`config.mk`:
```
export PLATFORM = sky130hd
export DESIGN_NAME = cdma_code_acquisition_flat
export DESIGN_NICKNAME = d
export VERILOG_FILES = /design/src/rtl/cdma_code_acquisition_if.sv /design/src/rtl/cdma_code_acquisition.sv /design/src/flat_wrapper.sv
export SDC_FILE = /design/constraint.sdc
export NUM_CORES = 1
export LEC_CHECK = 0
export ABC_CLOCK_PERIOD_IN_PS = 10800
export BUFFER_PORTS_ARGS = -buffer_cell sky130_fd_sc_hd__buf_4
export CORE_UTILIZATION = 50
export DETAILED_ROUTE_END_ITERATION = 8
export PLACE_DENSITY = 0.69
export SYNTH_ARGS = -nofsm -noshare
export SYNTH_HDL_FRONTEND = slang
export SYNTH_SLANG_ARGS = --single-unit
export TNS_END_PERCENT = 50
```
`constraint.sdc`:
```
create_clock -name clk -period 10.8 [get_ports clk]
set_input_delay 1.08 -clock clk [delete_from_list [all_inputs] [get_ports clk]]
set_output_delay 1.08 -clock clk [all_outputs]
set_load 0.01 [all_outputs]
```
`src/rtl/cdma_code_acquisition_if.sv`:
```
// Chip-stream bus between the front end, the acquisition stage and the receiver.
interface cdma_code_acquisition_if #(
    parameter int unsigned SAMPLE_W = 8
);
    localparam int unsigned CODE_W = 6;
    localparam int unsigned CORR_W = 15;

    logic                       enable;
    logic        [CODE_W-1:0]   user_code;
    logic signed [SAMPLE_W-1:0] sample_in;
    logic                       sample_valid;
    logic signed [SAMPLE_W-1:0] sample_out;
    logic                       sample_out_valid;
    logic                       chip_out;
    logic                       epoch;
    logic                       locked;
    logic        [CODE_W-1:0]   code_phase;
    logic signed [CORR_W-1:0]   corr_peak;
    logic                       corr_valid;
    logic                       acq_timeout;

    modport master (
        output enable, user_code, sample_in, sample_valid,
        input  sample_out, sample_out_valid, chip_out, epoch, locked,
               code_phase, corr_peak, corr_valid, acq_timeout
    );

    modport slave (
        input  enable, user_code, sample_in, sample_valid,
        output sample_out, sample_out_valid, chip_out, epoch, locked,
               code_phase, corr_peak, corr_valid, acq_timeout
    );
endinterface

```
`src/rtl/cdma_code_acquisition.sv`:
```
// PN code acquisition/tracking: serial sliding correlation, lock detection and
// forwarding of code-aligned samples with an epoch strobe at chip index 0.
module cdma_code_acquisition #(
    parameter int unsigned SAMPLE_W     = 8,
    parameter int unsigned CODE_LEN     = 64,
    parameter int unsigned ACQ_THRESH   = 3200,
    parameter int unsigned TRACK_THRESH = 2400,
    parameter int unsigned LOSS_LIMIT   = 3
) (
    input logic                    clk,
    input logic                    rst,
    cdma_code_acquisition_if.slave bus
);
    localparam int unsigned ACC_W  = 15;
    localparam int unsigned CODE_W = 6;
    localparam int unsigned IDX_W  = $clog2(CODE_LEN);
    localparam int unsigned MISS_W = $clog2(LOSS_LIMIT + 1);
    localparam int unsigned FAIL_W = 6;

    typedef enum logic [1:0] {
        S_IDLE,
        S_SEARCH,
        S_VERIFY,
        S_LOCK
    } state_t;

    state_t                     state_q, state_d;
    logic        [CODE_W-1:0]   code_q;
    logic        [CODE_W-1:0]   lfsr_q;
    logic        [IDX_W-1:0]    idx_q;
    logic signed [ACC_W-1:0]    acc_q;
    logic                       slip_q;
    logic        [MISS_W-1:0]   miss_q;
    logic        [FAIL_W-1:0]   fail_q;

    logic        [CODE_W-1:0]   seed_new, seed_cur;
    logic                       code_chg, take, slip, dwell_end;
    logic signed [SAMPLE_W-1:0] smp;
    logic signed [ACC_W-1:0]    smp_ext, acc_sum;
    logic        [ACC_W-1:0]    acc_mag;
    logic                       acq_pass, trk_hit;
    logic                       fail_evt, lock_evt, loss_evt;

    // Correlator datapath and dwell qualification.
    always_comb begin
        seed_new  = (bus.user_code == '0) ? CODE_W'(1) : bus.user_code;
        seed_cur  = (code_q == '0) ? CODE_W'(1) : code_q;
        code_chg  = (state_q != S_IDLE) && (bus.user_code != code_q);
        take      = bus.sample_valid && !slip_q;
        slip      = bus.sample_valid && slip_q;
        smp       = bus.sample_in;
        smp_ext   = ACC_W'(smp);
        acc_sum   = lfsr_q[0] ? (acc_q + smp_ext) : (acc_q - smp_ext);
        acc_mag   = acc_sum[ACC_W-1] ? ACC_W'(-acc_sum) : ACC_W'(acc_sum);
        dwell_end = take && (idx_q == IDX_W'(CODE_LEN - 1));
        acq_pass  = acc_mag >= ACC_W'(ACQ_THRESH);
        trk_hit   = acc_mag >= ACC_W'(TRACK_THRESH);
    end

    // State register.
    always_ff @(posedge clk or negedge rst) begin
        if (!rst) state_q <= S_IDLE;
        else      state_q <= state_d;
    end

    // Next state and dwell-end events; disable, then code change, outrank dwell end.
    always_comb begin
        state_d  = state_q;
        fail_evt = 1'b0;
        lock_evt = 1'b0;
        loss_evt = 1'b0;
        if (!bus.enable) begin
            state_d = S_IDLE;
        end else if (state_q == S_IDLE) begin
            state_d = S_SEARCH;
        end else if (code_chg) begin
            state_d = S_SEARCH;
        end else if (dwell_end) begin
            case (state_q)
                S_SEARCH: begin
                    if (acq_pass) state_d = S_VERIFY;
                    else          fail_evt = 1'b1;
                end
                S_VERIFY: begin
                    if (acq_pass) begin
                        state_d  = S_LOCK;
                        lock_evt = 1'b1;
                    end else begin
                        state_d  = S_SEARCH;
                        fail_evt = 1'b1;
                    end
                end
                S_LOCK: begin
                    if (!trk_hit && (miss_q == MISS_W'(LOSS_LIMIT - 1))) begin
                        state_d  = S_SEARCH;
                        loss_evt = 1'b1;
                    end
                end
                default: ;
            endcase
        end
    end

    // Code generator, accumulator, counters and registered outputs.
    always_ff @(posedge clk or negedge rst) begin
        if (!rst) begin
            code_q               <= '0;
            lfsr_q               <= CODE_W'(1);
            idx_q                <= '0;
            acc_q                <= '0;
            slip_q               <= 1'b0;
            miss_q               <= '0;
            fail_q               <= '0;
            bus.sample_out       <= '0;
            bus.sample_out_valid <= 1'b0;
            bus.chip_out         <= 1'b0;
            bus.epoch            <= 1'b0;
            bus.locked           <= 1'b0;
            bus.code_phase       <= '0;
            bus.corr_peak        <= '0;
            bus.corr_valid       <= 1'b0;
            bus.acq_timeout      <= 1'b0;
        end else begin
            bus.corr_valid       <= 1'b0;
            bus.acq_timeout      <= 1'b0;
            bus.sample_out_valid <= 1'b0;
            bus.epoch            <= 1'b0;
            if (!bus.enable || (state_q == S_IDLE) || code_chg) begin
                code_q         <= bus.user_code;
                lfsr_q         <= seed_new;
                idx_q          <= '0;
                acc_q          <= '0;
                slip_q         <= 1'b0;
                miss_q         <= '0;
                fail_q         <= '0;
                bus.locked     <= 1'b0;
                bus.code_phase <= '0;
                if (!bus.enable || (state_q == S_IDLE)) begin
                    bus.sample_out <= '0;
                    bus.chip_out   <= 1'b0;
                    bus.corr_peak  <= '0;
                end
            end else begin
                if (slip) begin
                    slip_q         <= 1'b0;
                    bus.code_phase <= bus.code_phase + CODE_W'(1);
                end
                if (take) begin
                    bus.sample_out       <= bus.sample_in;
                    bus.chip_out         <= lfsr_q[0];
                    bus.sample_out_valid <= 1'b1;
                    bus.epoch            <= bus.locked && (idx_q == '0);
                    if (dwell_end) begin
                        acc_q          <= '0;
                        idx_q          <= '0;
                        lfsr_q         <= seed_cur;
                        bus.corr_peak  <= acc_sum;
                        bus.corr_valid <= 1'b1;
                    end else begin
                        acc_q  <= acc_sum;
                        idx_q  <= idx_q + IDX_W'(1);
                        lfsr_q <= {lfsr_q[CODE_W-2:0], lfsr_q[5] ^ lfsr_q[4]};
                    end
                end
                if (fail_evt) begin
                    slip_q <= 1'b1;
                    if (&fail_q) begin
                        fail_q          <= '0;
                        bus.acq_timeout <= 1'b1;
                    end else begin
                        fail_q <= fail_q + FAIL_W'(1);
                    end
                end
                if (lock_evt) begin
                    bus.locked <= 1'b1;
                    fail_q     <= '0;
                    miss_q     <= '0;
                end
                if (loss_evt) begin
                    bus.locked <= 1'b0;
                    miss_q     <= '0;
                    slip_q     <= 1'b1;
                end else if ((state_q == S_LOCK) && dwell_end) begin
                    miss_q <= trk_hit ? '0 : (miss_q + MISS_W'(1));
                end
            end
        end
    end
endmodule

```
`src/flat_wrapper.sv`:
```
// flat-port wrapper written by rule: the top's interface ports become plain ports
module cdma_code_acquisition_flat 
#(
    parameter int unsigned SAMPLE_W     = 8,
    parameter int unsigned CODE_LEN     = 64,
    parameter int unsigned ACQ_THRESH   = 3200,
    parameter int unsigned TRACK_THRESH = 2400,
    parameter int unsigned LOSS_LIMIT   = 3
)
  (clk, rst, bus_enable, bus_user_code, bus_sample_in, bus_sample_valid, bus_sample_out, bus_sample_out_valid, bus_chip_out, bus_epoch, bus_locked, bus_code_phase, bus_corr_peak, bus_corr_valid, bus_acq_timeout);
  cdma_code_acquisition_if #(.SAMPLE_W(SAMPLE_W)) bus_i ();
  input logic clk;
  input logic rst;
  input wire logic [$bits(bus_i.enable)-1:0] bus_enable;
  input wire logic [$bits(bus_i.user_code)-1:0] bus_user_code;
  input wire logic [$bits(bus_i.sample_in)-1:0] bus_sample_in;
  input wire logic [$bits(bus_i.sample_valid)-1:0] bus_sample_valid;
  output wire logic [$bits(bus_i.sample_out)-1:0] bus_sample_out;
  output wire logic [$bits(bus_i.sample_out_valid)-1:0] bus_sample_out_valid;
  output wire logic [$bits(bus_i.chip_out)-1:0] bus_chip_out;
  output wire logic [$bits(bus_i.epoch)-1:0] bus_epoch;
  output wire logic [$bits(bus_i.locked)-1:0] bus_locked;
  output wire logic [$bits(bus_i.code_phase)-1:0] bus_code_phase;
  output wire logic [$bits(bus_i.corr_peak)-1:0] bus_corr_peak;
  output wire logic [$bits(bus_i.corr_valid)-1:0] bus_corr_valid;
  output wire logic [$bits(bus_i.acq_timeout)-1:0] bus_acq_timeout;
  assign bus_i.enable = bus_enable;
  assign bus_i.user_code = bus_user_code;
  assign bus_i.sample_in = bus_sample_in;
  assign bus_i.sample_valid = bus_sample_valid;
  assign bus_sample_out = bus_i.sample_out;
  assign bus_sample_out_valid = bus_i.sample_out_valid;
  assign bus_chip_out = bus_i.chip_out;
  assign bus_epoch = bus_i.epoch;
  assign bus_locked = bus_i.locked;
  assign bus_code_phase = bus_i.code_phase;
  assign bus_corr_peak = bus_i.corr_peak;
  assign bus_corr_valid = bus_i.corr_valid;
  assign bus_acq_timeout = bus_i.acq_timeout;
  cdma_code_acquisition #(.SAMPLE_W(SAMPLE_W), .CODE_LEN(CODE_LEN), .ACQ_THRESH(ACQ_THRESH), .TRACK_THRESH(TRACK_THRESH), .LOSS_LIMIT(LOSS_LIMIT)) u_core (.clk(clk), .rst(rst), .bus(bus_i));
endmodule
```
==> metrics <==
gr ovfl total=0; gpl congestion=0.959; CTS tree=done; power consumption=0.637 mW; fill count=866; max-slew violation count=0; latest clock arrival within the worst-skew pair=370 ps; number of synthesized flops with an enable pin=0; Fin. Hold Viols=0; die width=103 microns; setup repair bufs after CTS=0; drt initial violations=204; Avg Inst Size Synth=9.05 sq um; Slew @ Worst Pin=1120 ps; Critical Path AT=5710 ps; WP data required=11050 ps; routed len/inst=16.8 microns; Clock Pin Slew Worst Setup and Hold Paths=90 ps; ys async rst share=100%; Buffers on Ports=52; critical path class=input port to flop; VDD IR max=71.2 uV; synth unique cells=74; leakage=2.59 nW; vias per inst=5.90; pwr dens=111 nW/um^2; Vias=4326; largest net degree at the start of global routing=80; synthesized flop and latch total=79; Seq/Total Area, Yosys=38.6%; post-layout min period=5470 ps; Hold/Removal Path Class=flop to flop; Mapped Cells=567; DRC viols=0; final period utilization=50.6%; cts bufs inserted=9; FF/Latch Area=1980 sq um; number of global-route vias before repair=4180; I/O pins=53; Max Root-Sink Buffers=2; maxcap violations=0; fmax=183 MHz; Crit Path Max Fanout=12; Worst setup SP type=input port; Synth area leaders=dfrtp_1 (38%), ha_1 (6.3%), nand2_1 (5.3%); Core ar.=9860 sq um; count of cells resized by post-cts repair=0; HPWL Detailed=8730 microns; global-route wire length before repair=20400 microns; commonest non-fill, non-tap cell in the layout=dfrtp_1; nets=640; Setup TNS Final=0 ps; Root Buffer=clkbuf_8; drt pass-1 iters=5; Yosys top cell area share=38.1%; Worst Setup End Kind=flop; Ant. Diodes=0; most frequent cells in the layout=dfrtp_1 (78), nand2_1 (73), buf_4 (54), nor2_1 (43), a21oi_1 (34); H-tree levels=3; syn nets=612; status=finished, final reports clean; Synthesis Warnings=0; Rel. slew slack=25.4%; share of layout cells above drive strength 1=16.8%; Core Rows=36; Total GRT Usage=24.9%; die area=10700 sq um; Clock Sinks=79; routed wire length=12300 microns; Post-Syn Area=5130 sq um; Worst Clk Skew=8.60 ps; # hold bufs at CTS=0; initial antenna violation count=0; final setup violation count=0; RSZ-0062 raised after global routing=no; ys flop type=dfrtp_1; Post-DRT Antenna Nets=0; multi-input logic area=2940 sq um; Starting Density=52.0%; area growth from synthesis to layout=12.1%; Die Height=103 microns; post-synth top area cell=dfrtp_1
report_power, final:
| group | internal [mW] | switching (mW) | total (mW) |
|---|---|---|---|
| logic | 0.0358 | 0.0664 | 0.102 |
| clock network | 0.114 | 0.119 | 0.233 |
| registers | 0.299 | 0.00320 | 0.302 |
through the flow:
stage / area [sq um] / instances / setup WS (ps) / hold WS (ps) / utilization (%)
after global placement: 5540 / 717 / 5250 / 463 / 56.2
after CTS: 5750 / 733 / 5400 / 491 / 58.3
after global routing: 5750 / 733 / 5020 / 525 / 58.3
after floorplan: 5130 / 567 / 5790 / 454 / -
after detailed placement: 5540 / 717 / 5020 / 471 / 56.2
final: 5750 / 733 / 5330 / 485 / 58.3
cell type report:
| cell class | count | area share, % |
|---|---|---|
| sequential | 79 | 34.4 |
| clock buffer | 10 | 2.39 |
| tap | 133 | 2.90 |
| timing repair buffer | 54 | 7.05 |
| multi-input combinational | 437 | 51.2 |
| inverter | 14 | 0.914 |
| clock inverter | 6 | 1.18 |
metal layers:
metal  vias to the layer above  routed length [microns]  track usage, %
met1                      2080                     5670            32.6
met5                         -                        0               0
met2                       118                     5790            41.0
li1                       2099                        -               -
met4                         0                      301            9.75
met3                        29                      520            4.44
registers in the layout (all words and copies together) (netlist names), 2 cells and up:
signal,cells
u_core.lfsr_q,6
u_core.code_q,6
u_core.bus.code_phase,6
u_core.bus.sample_out,8
u_core.miss_q,2
u_core.fail_q,6
u_core.idx_q,6
u_core.state_q,2
u_core.acc_q,15
u_core.bus.corr_peak,15
cell families (layout without fill, tap and decap cells):
family                   count (synthesis)  count (layout)  share of synthesized area [%]
XOR/XNOR                                40              40                           6.98
AO/OA/AOI/OAI                          153             153                           21.1
multiplexers                            13              13                           2.71
AND/OR/NAND/NOR                        204             204                           19.8
flip-flops                              79              79                           38.6
adder cells (fa/ha/maj)                 27              27                           6.73
buffers and inverters                   51              84                           4.17
worst max-delay path, cell delays in order:
cell and delay [ps]:
buf_4 130, nor3_1 240, nor3b_2 320, a21oi_1 190
mux2_2 290, ha_1 400, nand2_1 150, o211ai_1 190
a31oi_1 110, a21oi_1 230, xor2_1 640, o21ai_0 220
a32o_1 290, a41oi_4 340, a211oi_1 130, a2111o_1 420
mux2_1 330
cells in the mapped netlist (2+ instances only):
| cell | number |
|---|---|
| a211o_1 | 3 |
| a211oi_1 | 5 |
| a211oi_2 | 2 |
| a21o_1 | 5 |
| a21oi_1 | 35 |
| a21oi_2 | 3 |
| a22o_1 | 14 |
| a22oi_1 | 2 |
| a31oi_1 | 5 |
| and2_1 | 5 |
| and3_1 | 7 |
| and4_1 | 2 |
| buf_1 | 2 |
| buf_2 | 5 |
| buf_6 | 2 |
| clkbuf_1 | 27 |
| dfrtp_1 | 78 |
| ha_1 | 26 |
| inv_1 | 14 |
| mux2_2 | 6 |
| mux2i_1 | 6 |
| nand2_1 | 73 |
| nand2b_1 | 7 |
| nand3_1 | 15 |
| nand4_1 | 6 |
| nand4b_1 | 2 |
| nor2_1 | 43 |
| nor3_1 | 12 |
| nor4_1 | 5 |
| nor4b_1 | 3 |
| o211ai_1 | 4 |
| o21a_1 | 7 |
| o21ai_0 | 33 |
| o21ai_1 | 3 |
| o22ai_1 | 3 |
| o31ai_1 | 12 |
| o41ai_1 | 2 |
| or2_2 | 2 |
| or3_1 | 4 |
| or3b_2 | 2 |
| or4_1 | 5 |
| xnor2_1 | 13 |
| xor2_1 | 26 |
final timing paths:
path,slack (ps),endpoint,cells after the start,start
max,5330,u_core.state_q[1],17,bus_sample_in[4]
max reg2reg,6050,u_core.state_q[1],14,u_core.lfsr_q[0]
min in group asynchronous,860,u_core.bus.corr_peak[6],1,rst
min,480,u_core.bus.corr_peak[5],2,u_core.bus.corr_peak[5]
min reg2reg,480,u_core.bus.corr_peak[5],2,u_core.bus.corr_peak[5]
max in group asynchronous,9300,u_core.lfsr_q[2],1,rst
No activity file was read; power rests on OpenSTA's default activity.
